[config.mk]
export PLATFORM = sky130hd
export DESIGN_NAME = draw_text_layer_flat
export DESIGN_NICKNAME = d
export VERILOG_FILES = /design/src/rtl/draw_text_pkg.sv /design/src/rtl/vga_if.sv /design/src/rtl/delay_upel.sv /design/src/rtl/draw_text_layer.sv /design/src/flat_wrapper.sv
export SDC_FILE = /design/constraint.sdc
export NUM_CORES = 1
export LEC_CHECK = 0
export ABC_AREA = 1
export CELL_PAD_IN_SITES_DETAIL_PLACEMENT = 2
export CELL_PAD_IN_SITES_GLOBAL_PLACEMENT = 2
export CORE_MARGIN = 2
export CORE_UTILIZATION = 34
export DETAILED_ROUTE_END_ITERATION = 10
export GPL_ROUTABILITY_DRIVEN = 0
export HOLD_SLACK_MARGIN = 0.08
export PLACE_DENSITY = 0.95
export SYNTH_ARGS = -nofsm -noshare
export SYNTH_HDL_FRONTEND = slang
export SYNTH_SLANG_ARGS = --single-unit
[constraint.sdc]
create_clock -name clk -period 10.1 [get_ports clk]
set_clock_uncertainty 0.05 [all_clocks]
set_input_delay 2.02 -clock clk [delete_from_list [all_inputs] [get_ports clk]]
set_output_delay 2.02 -clock clk [all_outputs]
set_load 0.02 [all_outputs]
[src/rtl/draw_text_pkg.sv]
// Shared defaults, widths and types for the text overlay layer.
package draw_text_pkg;
    localparam int CHAR_W_DEF       = 8;
    localparam int CHAR_H_DEF       = 16;
    localparam int COLS_DEF         = 16;
    localparam int ROWS_DEF         = 16;
    localparam int SCALE_LOG2_DEF   = 0;
    localparam int BLINK_FRAMES_DEF = 30;

    localparam int RGB_W = 12;
    localparam int CNT_W = 11;

    // text_data layout: character code in the low bits, blink attribute on top
    localparam int CODE_LSB  = 0;
    localparam int CODE_MSB  = 6;
    localparam int BLINK_BIT = 7;

    typedef struct packed {
        logic [CNT_W-1:0] vcount;
        logic             vsync;
        logic             vblnk;
        logic [CNT_W-1:0] hcount;
        logic             hsync;
        logic             hblnk;
        logic [RGB_W-1:0] rgb;
    } vga_sb_t;

    typedef struct packed {
        logic             active;
        logic [RGB_W-1:0] fg;
        logic [RGB_W-1:0] bg;
        logic             bg_en;
    } px_ctrl_t;
endpackage

[src/rtl/vga_if.sv]
// VGA timing, counters and colour for one pixel stream.
interface vga_if;
    import draw_text_pkg::*;

    logic [CNT_W-1:0] vcount;
    logic             vsync;
    logic             vblnk;
    logic [CNT_W-1:0] hcount;
    logic             hsync;
    logic             hblnk;
    logic [RGB_W-1:0] rgb;

    modport in  (input  vcount, vsync, vblnk, hcount, hsync, hblnk, rgb);
    modport out (output vcount, vsync, vblnk, hcount, hsync, hblnk, rgb);
endinterface

[src/rtl/delay_upel.sv]
// Fixed-depth register delay line, cleared by the asynchronous reset.
module delay_upel #(
    parameter int W     = 1,
    parameter int DEPTH = 1
) (
    input  logic         clk,
    input  logic         rst_n,
    input  logic [W-1:0] d_i,
    output logic [W-1:0] q_o
);
    logic [DEPTH-1:0][W-1:0] pipe_q;

    always_ff @(posedge clk or negedge rst_n) begin
        if (!rst_n) begin
            pipe_q <= '0;
        end else begin
            pipe_q[0] <= d_i;
            for (int i = 1; i < DEPTH; i++) pipe_q[i] <= pipe_q[i-1];
        end
    end

    assign q_o = pipe_q[DEPTH-1];
endmodule

[src/rtl/draw_text_layer.sv]
// Character-grid text overlay: text buffer lookup, font lookup, then colour mux.
// Pixel stream latency is three clocks: text read, font read, output register.
module draw_text_layer
    import draw_text_pkg::*;
#(
    parameter int CHAR_W       = CHAR_W_DEF,
    parameter int CHAR_H       = CHAR_H_DEF,
    parameter int COLS         = COLS_DEF,
    parameter int ROWS         = ROWS_DEF,
    parameter int SCALE_LOG2   = SCALE_LOG2_DEF,
    parameter int BLINK_FRAMES = BLINK_FRAMES_DEF
) (
    input  logic                              clk,
    input  logic                              rst_n,
    input  logic                              enable,
    input  logic [CNT_W-1:0]                  xpos,
    input  logic [CNT_W-1:0]                  ypos,
    input  logic [RGB_W-1:0]                  fg_rgb,
    input  logic [RGB_W-1:0]                  bg_rgb,
    input  logic                              bg_en,
    output logic [$clog2(COLS*ROWS)-1:0]      text_addr,
    input  logic [7:0]                        text_data,
    output logic [7+$clog2(CHAR_H)-1:0]       font_addr,
    input  logic [CHAR_W-1:0]                 font_line,
    vga_if.in                                 in,
    vga_if.out                                out
);
    localparam int CW_L    = $clog2(CHAR_W);
    localparam int CH_L    = $clog2(CHAR_H);
    localparam int AW      = $clog2(COLS*ROWS);
    localparam int GB      = CNT_W + 1;
    localparam int FW      = (BLINK_FRAMES > 1) ? $clog2(BLINK_FRAMES) : 1;
    localparam logic [GB-1:0] GRID_W = GB'((COLS*CHAR_W) << SCALE_LOG2);
    localparam logic [GB-1:0] GRID_H = GB'((ROWS*CHAR_H) << SCALE_LOG2);

    // ---- stage T: grid position from the incoming counters
    logic [CNT_W-1:0] dx, dy, col, row;
    logic             in_x, in_y;
    logic [CW_L-1:0]  bit_t;
    logic [CH_L-1:0]  line_t;
    px_ctrl_t         ctrl_t;
    vga_sb_t          sb_t;

    always_comb begin
        dx   = in.hcount - xpos;
        dy   = in.vcount - ypos;
        // order test first so a negative offset never wraps into the grid
        in_x = (in.hcount >= xpos) && ({1'b0, dx} < GRID_W);
        in_y = (in.vcount >= ypos) && ({1'b0, dy} < GRID_H);
        col  = dx >> (CW_L + SCALE_LOG2);
        row  = dy >> (CH_L + SCALE_LOG2);
        text_addr = AW'(row * COLS + col);
        bit_t  = CW_L'(dx >> SCALE_LOG2);
        line_t = CH_L'(dy >> SCALE_LOG2);

        ctrl_t.active = enable & in_x & in_y & ~in.hblnk & ~in.vblnk;
        ctrl_t.fg     = fg_rgb;
        ctrl_t.bg     = bg_rgb;
        ctrl_t.bg_en  = bg_en;

        sb_t.vcount = in.vcount;
        sb_t.vsync  = in.vsync;
        sb_t.vblnk  = in.vblnk;
        sb_t.hcount = in.hcount;
        sb_t.hsync  = in.hsync;
        sb_t.hblnk  = in.hblnk;
        sb_t.rgb    = in.rgb;
    end

    // ---- blink timebase, free-running on vsync rising edges
    logic          vs_q;
    logic [FW-1:0] frame_q, frame_d;
    logic          blink_phase_q, blink_phase_d;

    always_comb begin
        frame_d       = frame_q;
        blink_phase_d = blink_phase_q;
        if (in.vsync && !vs_q) begin
            if (frame_q == FW'(BLINK_FRAMES-1)) begin
                frame_d       = '0;
                blink_phase_d = ~blink_phase_q;
            end else begin
                frame_d = frame_q + 1'b1;
            end
        end
    end

    // ---- stage T+1: font lookup, blink attribute captured with text_data
    logic [CH_L-1:0] line_q;
    logic            hide_q;

    delay_upel #(.W(CH_L), .DEPTH(1)) u_line_dly (
        .clk, .rst_n, .d_i(line_t), .q_o(line_q)
    );

    assign font_addr = {text_data[CODE_MSB:CODE_LSB], line_q};

    always_ff @(posedge clk or negedge rst_n) begin
        if (!rst_n) begin
            vs_q          <= 1'b0;
            frame_q       <= '0;
            blink_phase_q <= 1'b0;
            hide_q        <= 1'b0;
        end else begin
            vs_q          <= in.vsync;
            frame_q       <= frame_d;
            blink_phase_q <= blink_phase_d;
            hide_q        <= text_data[BLINK_BIT] & blink_phase_q;
        end
    end

    // ---- stage T+2: colour select, then the output register
    logic [CW_L-1:0] bit_q;
    px_ctrl_t        ctrl_q;
    vga_sb_t         sb_q, out_d, out_q;
    logic            glyph;

    delay_upel #(.W(CW_L), .DEPTH(2)) u_bit_dly (
        .clk, .rst_n, .d_i(bit_t), .q_o(bit_q)
    );
    delay_upel #(.W($bits(px_ctrl_t)), .DEPTH(2)) u_ctrl_dly (
        .clk, .rst_n, .d_i(ctrl_t), .q_o(ctrl_q)
    );
    delay_upel #(.W($bits(vga_sb_t)), .DEPTH(2)) u_sb_dly (
        .clk, .rst_n, .d_i(sb_t), .q_o(sb_q)
    );

    always_comb begin
        out_d = sb_q;
        // MSB is the leftmost pixel, so bit n of the cell is font_line[W-1-n]
        glyph = font_line[~bit_q] & ~hide_q;
        if (ctrl_q.active) begin
            if (glyph)             out_d.rgb = ctrl_q.fg;
            else if (ctrl_q.bg_en) out_d.rgb = ctrl_q.bg;
        end
    end

    always_ff @(posedge clk or negedge rst_n) begin
        if (!rst_n) out_q <= '0;
        else        out_q <= out_d;
    end

    assign out.vcount = out_q.vcount;
    assign out.vsync  = out_q.vsync;
    assign out.vblnk  = out_q.vblnk;
    assign out.hcount = out_q.hcount;
    assign out.hsync  = out_q.hsync;
    assign out.hblnk  = out_q.hblnk;
    assign out.rgb    = out_q.rgb;
endmodule
[src/flat_wrapper.sv]
// flat-port wrapper written by rule: the top's interface ports become plain ports
module draw_text_layer_flat import draw_text_pkg::*;
#(
    parameter int CHAR_W       = CHAR_W_DEF,
    parameter int CHAR_H       = CHAR_H_DEF,
    parameter int COLS         = COLS_DEF,
    parameter int ROWS         = ROWS_DEF,
    parameter int SCALE_LOG2   = SCALE_LOG2_DEF,
    parameter int BLINK_FRAMES = BLINK_FRAMES_DEF
)
  (clk, rst_n, enable, xpos, ypos, fg_rgb, bg_rgb, bg_en, text_addr, text_data, font_addr, font_line, in_vcount, in_vsync, in_vblnk, in_hcount, in_hsync, in_hblnk, in_rgb, out_vcount, out_vsync, out_vblnk, out_hcount, out_hsync, out_hblnk, out_rgb);
  vga_if in_i ();
  vga_if out_i ();
  input  logic clk;
  input  logic rst_n;
  input  logic enable;
  input  logic [CNT_W-1:0] xpos;
  input  logic [CNT_W-1:0] ypos;
  input  logic [RGB_W-1:0] fg_rgb;
  input  logic [RGB_W-1:0] bg_rgb;
  input  logic bg_en;
  output logic [$clog2(COLS*ROWS)-1:0] text_addr;
  input  logic [7:0] text_data;
  output logic [7+$clog2(CHAR_H)-1:0] font_addr;
  input  logic [CHAR_W-1:0] font_line;
  input wire logic [$bits(in_i.vcount)-1:0] in_vcount;
  input wire logic [$bits(in_i.vsync)-1:0] in_vsync;
  input wire logic [$bits(in_i.vblnk)-1:0] in_vblnk;
  input wire logic [$bits(in_i.hcount)-1:0] in_hcount;
  input wire logic [$bits(in_i.hsync)-1:0] in_hsync;
  input wire logic [$bits(in_i.hblnk)-1:0] in_hblnk;
  input wire logic [$bits(in_i.rgb)-1:0] in_rgb;
  output wire logic [$bits(out_i.vcount)-1:0] out_vcount;
  output wire logic [$bits(out_i.vsync)-1:0] out_vsync;
  output wire logic [$bits(out_i.vblnk)-1:0] out_vblnk;
  output wire logic [$bits(out_i.hcount)-1:0] out_hcount;
  output wire logic [$bits(out_i.hsync)-1:0] out_hsync;
  output wire logic [$bits(out_i.hblnk)-1:0] out_hblnk;
  output wire logic [$bits(out_i.rgb)-1:0] out_rgb;
  assign in_i.vcount = in_vcount;
  assign in_i.vsync = in_vsync;
  assign in_i.vblnk = in_vblnk;
  assign in_i.hcount = in_hcount;
  assign in_i.hsync = in_hsync;
  assign in_i.hblnk = in_hblnk;
  assign in_i.rgb = in_rgb;
  assign out_vcount = out_i.vcount;
  assign out_vsync = out_i.vsync;
  assign out_vblnk = out_i.vblnk;
  assign out_hcount = out_i.hcount;
  assign out_hsync = out_i.hsync;
  assign out_hblnk = out_i.hblnk;
  assign out_rgb = out_i.rgb;
  draw_text_layer #(.CHAR_W(CHAR_W), .CHAR_H(CHAR_H), .COLS(COLS), .ROWS(ROWS), .SCALE_LOG2(SCALE_LOG2), .BLINK_FRAMES(BLINK_FRAMES)) u_core (.clk(clk), .rst_n(rst_n), .enable(enable), .xpos(xpos), .ypos(ypos), .fg_rgb(fg_rgb), .bg_rgb(bg_rgb), .bg_en(bg_en), .text_addr(text_addr), .text_data(text_data), .font_addr(font_addr), .font_line(font_line), .in(in_i), .out(out_i));
endmodule
======== Word level (Yosys, flattened, before mapping) ========
Index checks and enable logic that the tools add are counted.
operators by class
  add/subtract/negate cells ............... 4
  order comparisons ....................... 5
  eq/ne operators ......................... 1
  mux-type cells .......................... 6
  reduce and logical (&&, ||, !) cells .... 5
  bitwise operators ....................... 11
operator list
  kind                                                                            number
  12-bit two-way mux                                                              3
  11-bit greater-or-equal comparator                                              2
  11-bit subtractor                                                               2
  11-bit by 8-bit less-than comparator with 1-bit output (second input constant)  1
  11-bit by 9-bit less-than comparator with 1-bit output (second input constant)  1
  8-bit adder                                                                     1
  1-bit bitwise AND                                                               6
  5-bit by 1-bit adder with 5-bit output (second input constant)                  1
  5-bit equality test (second input constant)                                     1
  5-bit two-way mux                                                               1
  3-bit by 4-bit less-than comparator with 1-bit output (second input constant)   1
  1-bit inverter                                                                  4
  1-bit binary-select mux with 3-bit select                                       1
  1-bit logical AND                                                               3
  3-bit inverter                                                                  1
  2-bit AND reduction                                                             1
  1-bit logical NOT                                                               1
  1-bit two-way mux                                                               1
storage, ports and cells
  input port bits ......................... 104
  bits in registers ....................... 184

======== Logic depth before layout (Yosys ltp) ========
Gate-level depths: netlist of the first run.
  depth in word-level cells ............... 7
  mapped depth ............................ 20
  mapped depth without buffers ............ 20

======== Hierarchy ========
Synthesis of the first run repeated with hierarchy kept, for this count alone.
unflattened totals
  cells, all modules ...................... 619
  area, all modules ....................... 7196.9 µm²
modules (own cells, without submodules)
  module                           seq. area each (µm²)  area each (µm²)  cells each  times used
  draw_text_layer                  1151.1                3240.6           414         1
  delay_upel at u_core.u_sb_dly    1901.8                2187.1           114         1
  delay_upel at u_core.u_ctrl_dly  1301.2                1496.4           78          1
  delay_upel at u_core.u_bit_dly   150.1                 172.7            9           1
  delay_upel at u_core.u_line_dly  100.1                 100.1            4           1

======== Worst setup path before layout of the first run ========
No wires, ideal clock.
  path kind ............................... in2out
  start ................................... in in_vcount[0]
  end ..................................... out text_addr[7]
  slack ................................... 3.884 ns
  path buffers ............................ 0
  arrival time ............................ 4.146 ns
  required time ........................... 8.030 ns
  cell stages on the path ................. 17
  path through ............................ inv_1 > ha_1 > inv_1 > fa_1 > nand3_1 > nand3_1 > a21oi_1 > xnor2_1 > ha_1 > a21oi_1 > nand2_1 > xor2_1 > inv_1 > nand3_1 > nand2_1 > nand2_1 > nand2_1
between the ends
  cells in the longest elaborated chain, start to end .. 2
RTL lines
  what               line                   RTL
  from (decl)        flat_wrapper.sv:26     input wire logic [$bits(in_i.vcount)-1:0] in_vcount;
  11-bit subtractor  draw_text_layer.sv:46  dy = in.vcount - ypos;
  8-bit adder        draw_text_layer.sv:52  text_addr = AW'(row * COLS + col);
  to (decl)          flat_wrapper.sv:22     output logic [$clog2(COLS*ROWS)-1:0] text_addr;
No other way between the ends.

======== Final worst setup path of the first run ========
Same ends and word-level chain as after synthesis.

==> impl_metrics.json, run 1 <==
{
  "status": "finished, final reports clean",
  "yosysSeqAreaShare_pct": 67.9,
  "syn_area_per_cell_sq_um": 11.1,
  "first_global_vias": 5389,
  "die_h_microns": 145,
  "synth_edf_count": 0,
  "met1Wirelength_mm": 6.95,
  "max_cap_viol_count": 0,
  "hp-start": "u_core.u_ctrl_dly.pipe_q[9]$_DFF_PN0_",
  "rr_endpoint": "u_core.out.rgb[4]$_DFF_PN0_",
  "dp.cells": 1006,
  "clockBufferDepth": 2,
  "cp_cell_sequence": "clkdlybuf4s50_1 -> inv_1 -> ha_1 -> inv_1 -> fa_1 -> nand3_1 -> nand3_1 -> a21oi_1 -> xnor2_1 -> ha_1 -> a21oi_1 -> nand2_1 -> xor2_1 -> inv_1 -> nand3_1 -> nand4_1 -> nand2_1 -> clkdlybuf4s50_1",
  "fillCellCount": 2007,
  "cts_resized": 0,
  "antenna_cells": 0,
  "worst_pin_slew_ns": 0.878,
  "route.vias.total": 4631,
  "min_period_ns": 7.60,
  "slowest_delay_ns": 0.59,
  "netlist_area_sq_mm": 0.00675,
  "clk_latency_ns": 0.43,
  "critical_path_buf_inv_count": 5,
  "max_slew_margin_pct": 41.4,
  "htree_levels": 4,
  "cts_tree": "yes",
  "die_area_sq_mm": 0.0210,
  "whs_ns": 0.298,
  "final_cells": 1038,
  "post_cts_buffers": 0,
  "synth.distinct_cells": 27,
  "hold_path_end": "u_core.u_ctrl_dly.q_o[9]$_DFF_PN0_",
  "initial_core_util_pct": 34.7,
  "critPathRequiredTime_ns": 8.03,
  "min_path_type": "reg -> reg",
  "ys.warnings.count": 0,
  "cp-start-kind": "primary input",
  "finalSetupViolations": 0,
  "cpMaxStageDelayCell": "clkdlybuf4s50_1",
  "wl_met3_microns": 460,
  "fin_ws_ns": 2.50,
  "nets": 894,
  "r2r_start": "u_core.u_bit_dly.q_o[0]$_DFF_PN0_",
  "hold_path_depth": 0,
  "hpwl_mm": 14.3,
  "firstDrtPassIters": 4,
  "cts_root_buf": "clkbuf_16",
  "antenna_found_initial": 0,
  "yosysTopAreaCell": "dfrtp_1",
  "syn_nets": 744,
  "ios": 161,
  "postRouteAntennaNets": 0,
  "drive_gt1_share_pct": 6.47,
  "wl_per_cell_microns": 18.6,
  "numCtsBuffers": 17,
  "vdd_ir_drop_max_mv": 0.123,
  "synth_top_area_share_pct": 67.9,
  "rows": 51,
  "grt_start_max_net_pins": 73,
  "portBuffers": 146,
  "grt_overflow": 0,
  "crit_type": "in -> out",
  "final-hold-violation-count": 0,
  "path_clk_slew_ns": 0.07,
  "rsz0062_at_grt": "false",
  "core-area_sq_mm": 0.0195,
  "finalCritPeriodShare_pct": 75.3,
  "area_growth_pct": 33.7,
  "synth-async-reset-ratio_pct": 100,
  "routed-wl-met2_mm": 11.6,
  "regToRegSetupSlack_ns": 8.30,
  "cts.sinks": 183,
  "drv_slew": 0,
  "power_leakage_nw": 4.32,
  "endpoint_kind": "primary output",
  "netlist_instances": 610,
  "clock.fmax_ghz": 0.131,
  "preCtsSetupSlack_ns": 2.53,
  "totalWireLength_mm": 19.4,
  "die_w_microns": 145,
  "vias_per_cell": 4.46,
  "setup_tns_ns": 0,
  "highest_layer": "met4",
  "synth_area_leaders": "dfrtp_1 (68%), nand2_1 (8.5%), ha_1 (5.0%)",
  "drt-initial-drc-count": 138,
  "drc": 0,
  "power-per-cell-area_mw_per_mm2": 197,
  "synthFlopType": "dfrtp_1",
  "cp_top_family": "buffers and inverters",
  "hold_buffers": 0,
  "arrival_ns": 5.53,
  "synth_seq_cells": 183,
  "finalPower_w": 0.00178,
  "worstPathMaxFanout": 3,
  "rr_worst_depth": 10,
  "grt_usage_pct": 19.4,
  "grt_pass1_wl_mm": 29.7
}
==> where the power goes <==
part / leakage (nW) / internal [W] / total [W] / switching (W)
registers: 2.14 / 0.000783 / 0.000811 / 0.0000279
clock network: 0.279 / 0.000354 / 0.000660 / 0.000306
logic: 1.90 / 0.000131 / 0.000305 / 0.000174
total: 4.32 / 0.00127 / 0.00178 / 0.000508
==> per-stage QoR <==
stage / utilization [%] / area (sq um)
finish: 46.4 / 9020
global route: 46.4 / 9020
floorplan: - / 6750
CTS: 46.4 / 9020
global placement: 43.4 / 8440
detailed placement: 43.4 / 8440
==> cell families after synthesis <==
kind of cell / count (synthesis) / synth area share [%]
buffers and inverters: 97 / 6.25
DFF: 183 / 67.9
adders and majority gates: 30 / 5.90
AOI/OAI and AO/OA: 28 / 2.17
and+or+nand+nor: 259 / 16.1
xor gates and xnor gates: 13 / 1.69
==> cell usage in the layout (no fill, tap or decap), types with 6 or more instances in the layout <==
cell type | synthesis | final
nor2_1 | 45 | 45
nand2_1 | 153 | 153
nor2_2 | 11 | 11
nand4_1 | 6 | 6
xor2_1 | 9 | 9
dfrtp_1 | 183 | 183
inv_1 | 79 | 79
clkbuf_16 | 0 | 17
nand3_1 | 37 | 37
a21oi_1 | 17 | 17
clkdlybuf4s50_1 | 0 | 145
ha_1 | 27 | 27
==> metal layers <==
layer	global-route usage [%]	vias up
met2	39.7	73
met5	0	-
met4	5.98	0
li1	-	2170
met1	19.7	2366
met3	3.03	22
==> area by class of cell <==
cell class,count,area [sq um],area share (%)
Sequential cell,183,4580,50.8
Multi-Input combinational cell,330,1750,19.4
Timing Repair Buffer,148,1480,16.4
Clock buffer,18,439,4.87
Tap cell,265,332,3.68
Inverter,80,300,3.33
Clock inverter,14,144,1.60
==> sequential cells by signal, indices dropped and copies added (netlist names), 3 cells and up <==
register	count
u_core.frame_q	5
u_core.u_ctrl_dly.pipe_q	26
u_core.out.rgb	12
u_core.u_sb_dly.q_o	38
u_core.out.vcount	11
u_core.u_sb_dly.pipe_q	38
u_core.out.hcount	11
u_core.u_ctrl_dly.q_o	26
u_core.u_line_dly.q_o	4
u_core.u_bit_dly.pipe_q	3
u_core.u_bit_dly.q_o	3
==> worst register-to-register path, stage by stage (launching register included) <==
cell     delay (ns)
dfrtp_1        0.45
inv_2          0.12
nor2_2         0.04
nor2_1         0.13
nor2_2         0.06
nand2_2        0.07
nand3_4        0.30
nor2_2         0.20
nor2_1         0.05
nand2_1        0.12
nand2_1        0.08
==> cell usage after synthesis, types with 2 or more instances <==
cell / count
a21oi_1: 17
buf_4: 12
clkbuf_1: 3
dfrtp_1: 183
fa_1: 3
ha_1: 27
inv_1: 79
nand2_1: 153
nand2_2: 2
nand3_1: 37
nand4_1: 6
nor2_1: 45
nor2_2: 11
nor3_1: 2
o21ai_0: 4
o21ai_1: 4
xnor2_1: 4
xor2_1: 9
==> how the worst max path moves through the flow <==
stage / start / endpoint / cells past startpoint
final: in_vcount[0] / text_addr[7] / 18
after global routing: in_vcount[0] / text_addr[7] / 18
after CTS: in_vcount[0] / text_addr[7] / 18
after detailed placement: in_vcount[0] / text_addr[7] / 18
after global placement: in_vcount[0] / text_addr[7] / 18
after floorplan: in_vcount[0] / text_addr[7] / 17
Note: power is estimated with default switching activity, not from simulation.
==> run 2, diff against run 1 <==
- CORE_UTILIZATION: 34 -> 31
- PLACE_DENSITY: 0.95 -> 0.91
- clock period: 10.1 -> 7.6 ns (I/O delays scaled with it)
==> run 2 against run 1 <==
Against the previous run:
- worst hold slack is essentially flat
- non-clock buffer count shrank 1
- die area grew 9.4%
- count of clock-buffer cells in the layout shrank 1
- final area grew 0.18%
- via count shrank 0.32%
- clock power grew 33%
- critical path type unchanged
- critical endpoint unchanged
- highest routed layer unchanged
==> impl_metrics.json, run 2 (synthesis results as in run 1) <==
{
  "die_area_sq_mm": 0.0230,
  "portBuffers": 146,
  "fin_ws_ns": 1.09,
  "min_period_ns": 6.51,
  "final_common_cell": "dfrtp_1",
  "ios": 161,
  "route.vias.total": 4616,
  "finalSetupViolations": 0,
  "rsz0062_at_grt": "false",
  "worst_pin_slew_ns": 0.959,
  "max_cap_viol_count": 0,
  "grt_start_max_net_pins": 120,
  "grt_pass1_wl_mm": 29.0,
  "cts_resized": 0,
  "totalWireLength_mm": 18.5,
  "wl_per_cell_microns": 17.7,
  "cpMaxStageDelayCell": "clkdlybuf4s50_1",
  "endpoint_kind": "primary output",
  "cts.sinks": 183,
  "firstDrtPassIters": 4,
  "power-per-cell-area_mw_per_mm2": 260,
  "nets": 893,
  "status": "finished, final reports clean",
  "cts_root_buf": "clkbuf_16",
  "grt_most_used_layer": "met2",
  "slowest_delay_ns": 0.61,
  "initial_core_util_pct": 31.8,
  "die_w_microns": 152,
  "drt-initial-drc-count": 168,
  "regArea_sq_mm": 0.00458,
  "hold_buffers": 0,
  "arrival_ns": 4.94,
  "drive_gt1_share_pct": 6.35,
  "numCtsBuffers": 17,
  "vias_per_cell": 4.40,
  "vdd_ir_drop_max_mv": 0.122,
  "use_met2_pct": 32.7,
  "finalPower_w": 0.00235,
  "core-area_sq_mm": 0.0212,
  "cp_top_family": "buffers and inverters",
  "critPathRequiredTime_ns": 6.03,
  "hpwl_mm": 14.1,
  "final-hold-violation-count": 0,
  "cp-start-kind": "primary input",
  "post_cts_buffers": 0,
  "multi_input_area_sq_mm": 0.00175,
  "fillCellCount": 2229,
  "placed_area_sq_mm": 0.00844,
  "drc": 0,
  "worstPathMaxFanout": 3,
  "antenna_found_initial": 1,
  "finalCritPeriodShare_pct": 85.7,
  "crit_type": "in -> out",
  "final_cell_area_sq_mm": 0.00904,
  "grt_util_met3_pct": 3.83,
  "path_clk_slew_ns": 0.08,
  "setup_tns_ns": 0,
  "rows": 53,
  "first_global_vias": 5412,
  "die_h_microns": 152,
  "cts_tree": "yes",
  "clk_latency_ns": 0.43,
  "clock.fmax_ghz": 0.154,
  "grt_overflow": 0,
  "grt_usage_pct": 17.0,
  "crit_path_frequent_cell": "nand3_1",
  "preCtsSetupSlack_ns": 1.06,
  "cp_cell_sequence": "clkdlybuf4s50_1 -> inv_1 -> ha_1 -> inv_1 -> fa_1 -> nand3_1 -> nand3_1 -> nand2_1 -> nand3_1 -> nand2_2 -> inv_1 -> ha_1 -> nand3_1 -> nand2_1 -> xor2_1 -> inv_1 -> nand3_1 -> nand4_1 -> nand2_1 -> clkdlybuf4s50_1",
  "min_path_type": "reg -> reg",
  "power_leakage_nw": 4.33,
  "drv_slew": 0,
  "clockBufferDepth": 2,
  "max_slew_margin_pct": 36.0,
  "final_cell_mix": "dfrtp_1 (183), nand2_1 (153), clkdlybuf4s50_1 (145)",
  "htree_levels": 4,
  "area_growth_pct": 33.9,
  "met1_usage_pct": 18.3,
  "postRouteAntennaNets": 0,
  "critical_path_buf_inv_count": 6
}
-- run 2: final timing paths --
| check | slack (ns) | endpoint | start | cells past startpoint |
|---|---|---|---|---|
| max reg2reg | 5.79 | u_core.out.rgb[9]$_DFF_PN0_ | u_core.u_bit_dly.q_o[0]$_DFF_PN0_ | 9 |
| min reg2reg | 0.30 | u_core.u_sb_dly.q_o[6]$_DFF_PN0_ | u_core.u_sb_dly.pipe_q[6]$_DFF_PN0_ | 0 |
| max in group asynchronous | 4.95 | u_core.u_sb_dly.pipe_q[3]$_DFF_PN0_ | rst_n | 2 |
| max | 1.09 | text_addr[7] | in_hcount[0] | 20 |
| min in group asynchronous | 1.13 | u_core.u_sb_dly.q_o[19]$_DFF_PN0_ | rst_n | 1 |
| min | 0.30 | u_core.u_sb_dly.q_o[6]$_DFF_PN0_ | u_core.u_sb_dly.pipe_q[6]$_DFF_PN0_ | 0 |
-- run 2: through the flow --
stage               hold WS, ns  instances  util [%]
floorplan                 0.281        610         -
global placement          0.282       1015      39.8
detailed placement        0.286       1015      39.8
CTS                       0.298       1047      42.6
global route              0.302       1048      42.6
finish                    0.298       1048      42.6
-- run 2: cell type report --
| type | instances | area share (%) |
|---|---|---|
| clock inverters | 15 | 1.84 |
| well taps | 275 | 3.81 |
| repair buffers | 147 | 16.3 |
| inverters | 80 | 3.32 |
| diodes | 1 | 0.0277 |
| multi-input cells | 330 | 19.3 |
| flip-flops and latches | 183 | 50.7 |
| clock buffers | 17 | 4.71 |
-- run 2: metal layers --
layer	routed length (microns)	share of wire, %
met1	7140	38
met2	10400	56
met3	614	3.3
met4	345	1.9
met5	0	0
-- run 2: power breakdown --
part	leakage [nW]	switching, W	internal, W	total, W
registers	2.14	0.0000343	0.00104	0.00107
clock network	0.291	0.000432	0.000444	0.000876
logic	1.89	0.000229	0.000173	0.000402
total	4.33	0.000695	0.00166	0.00235
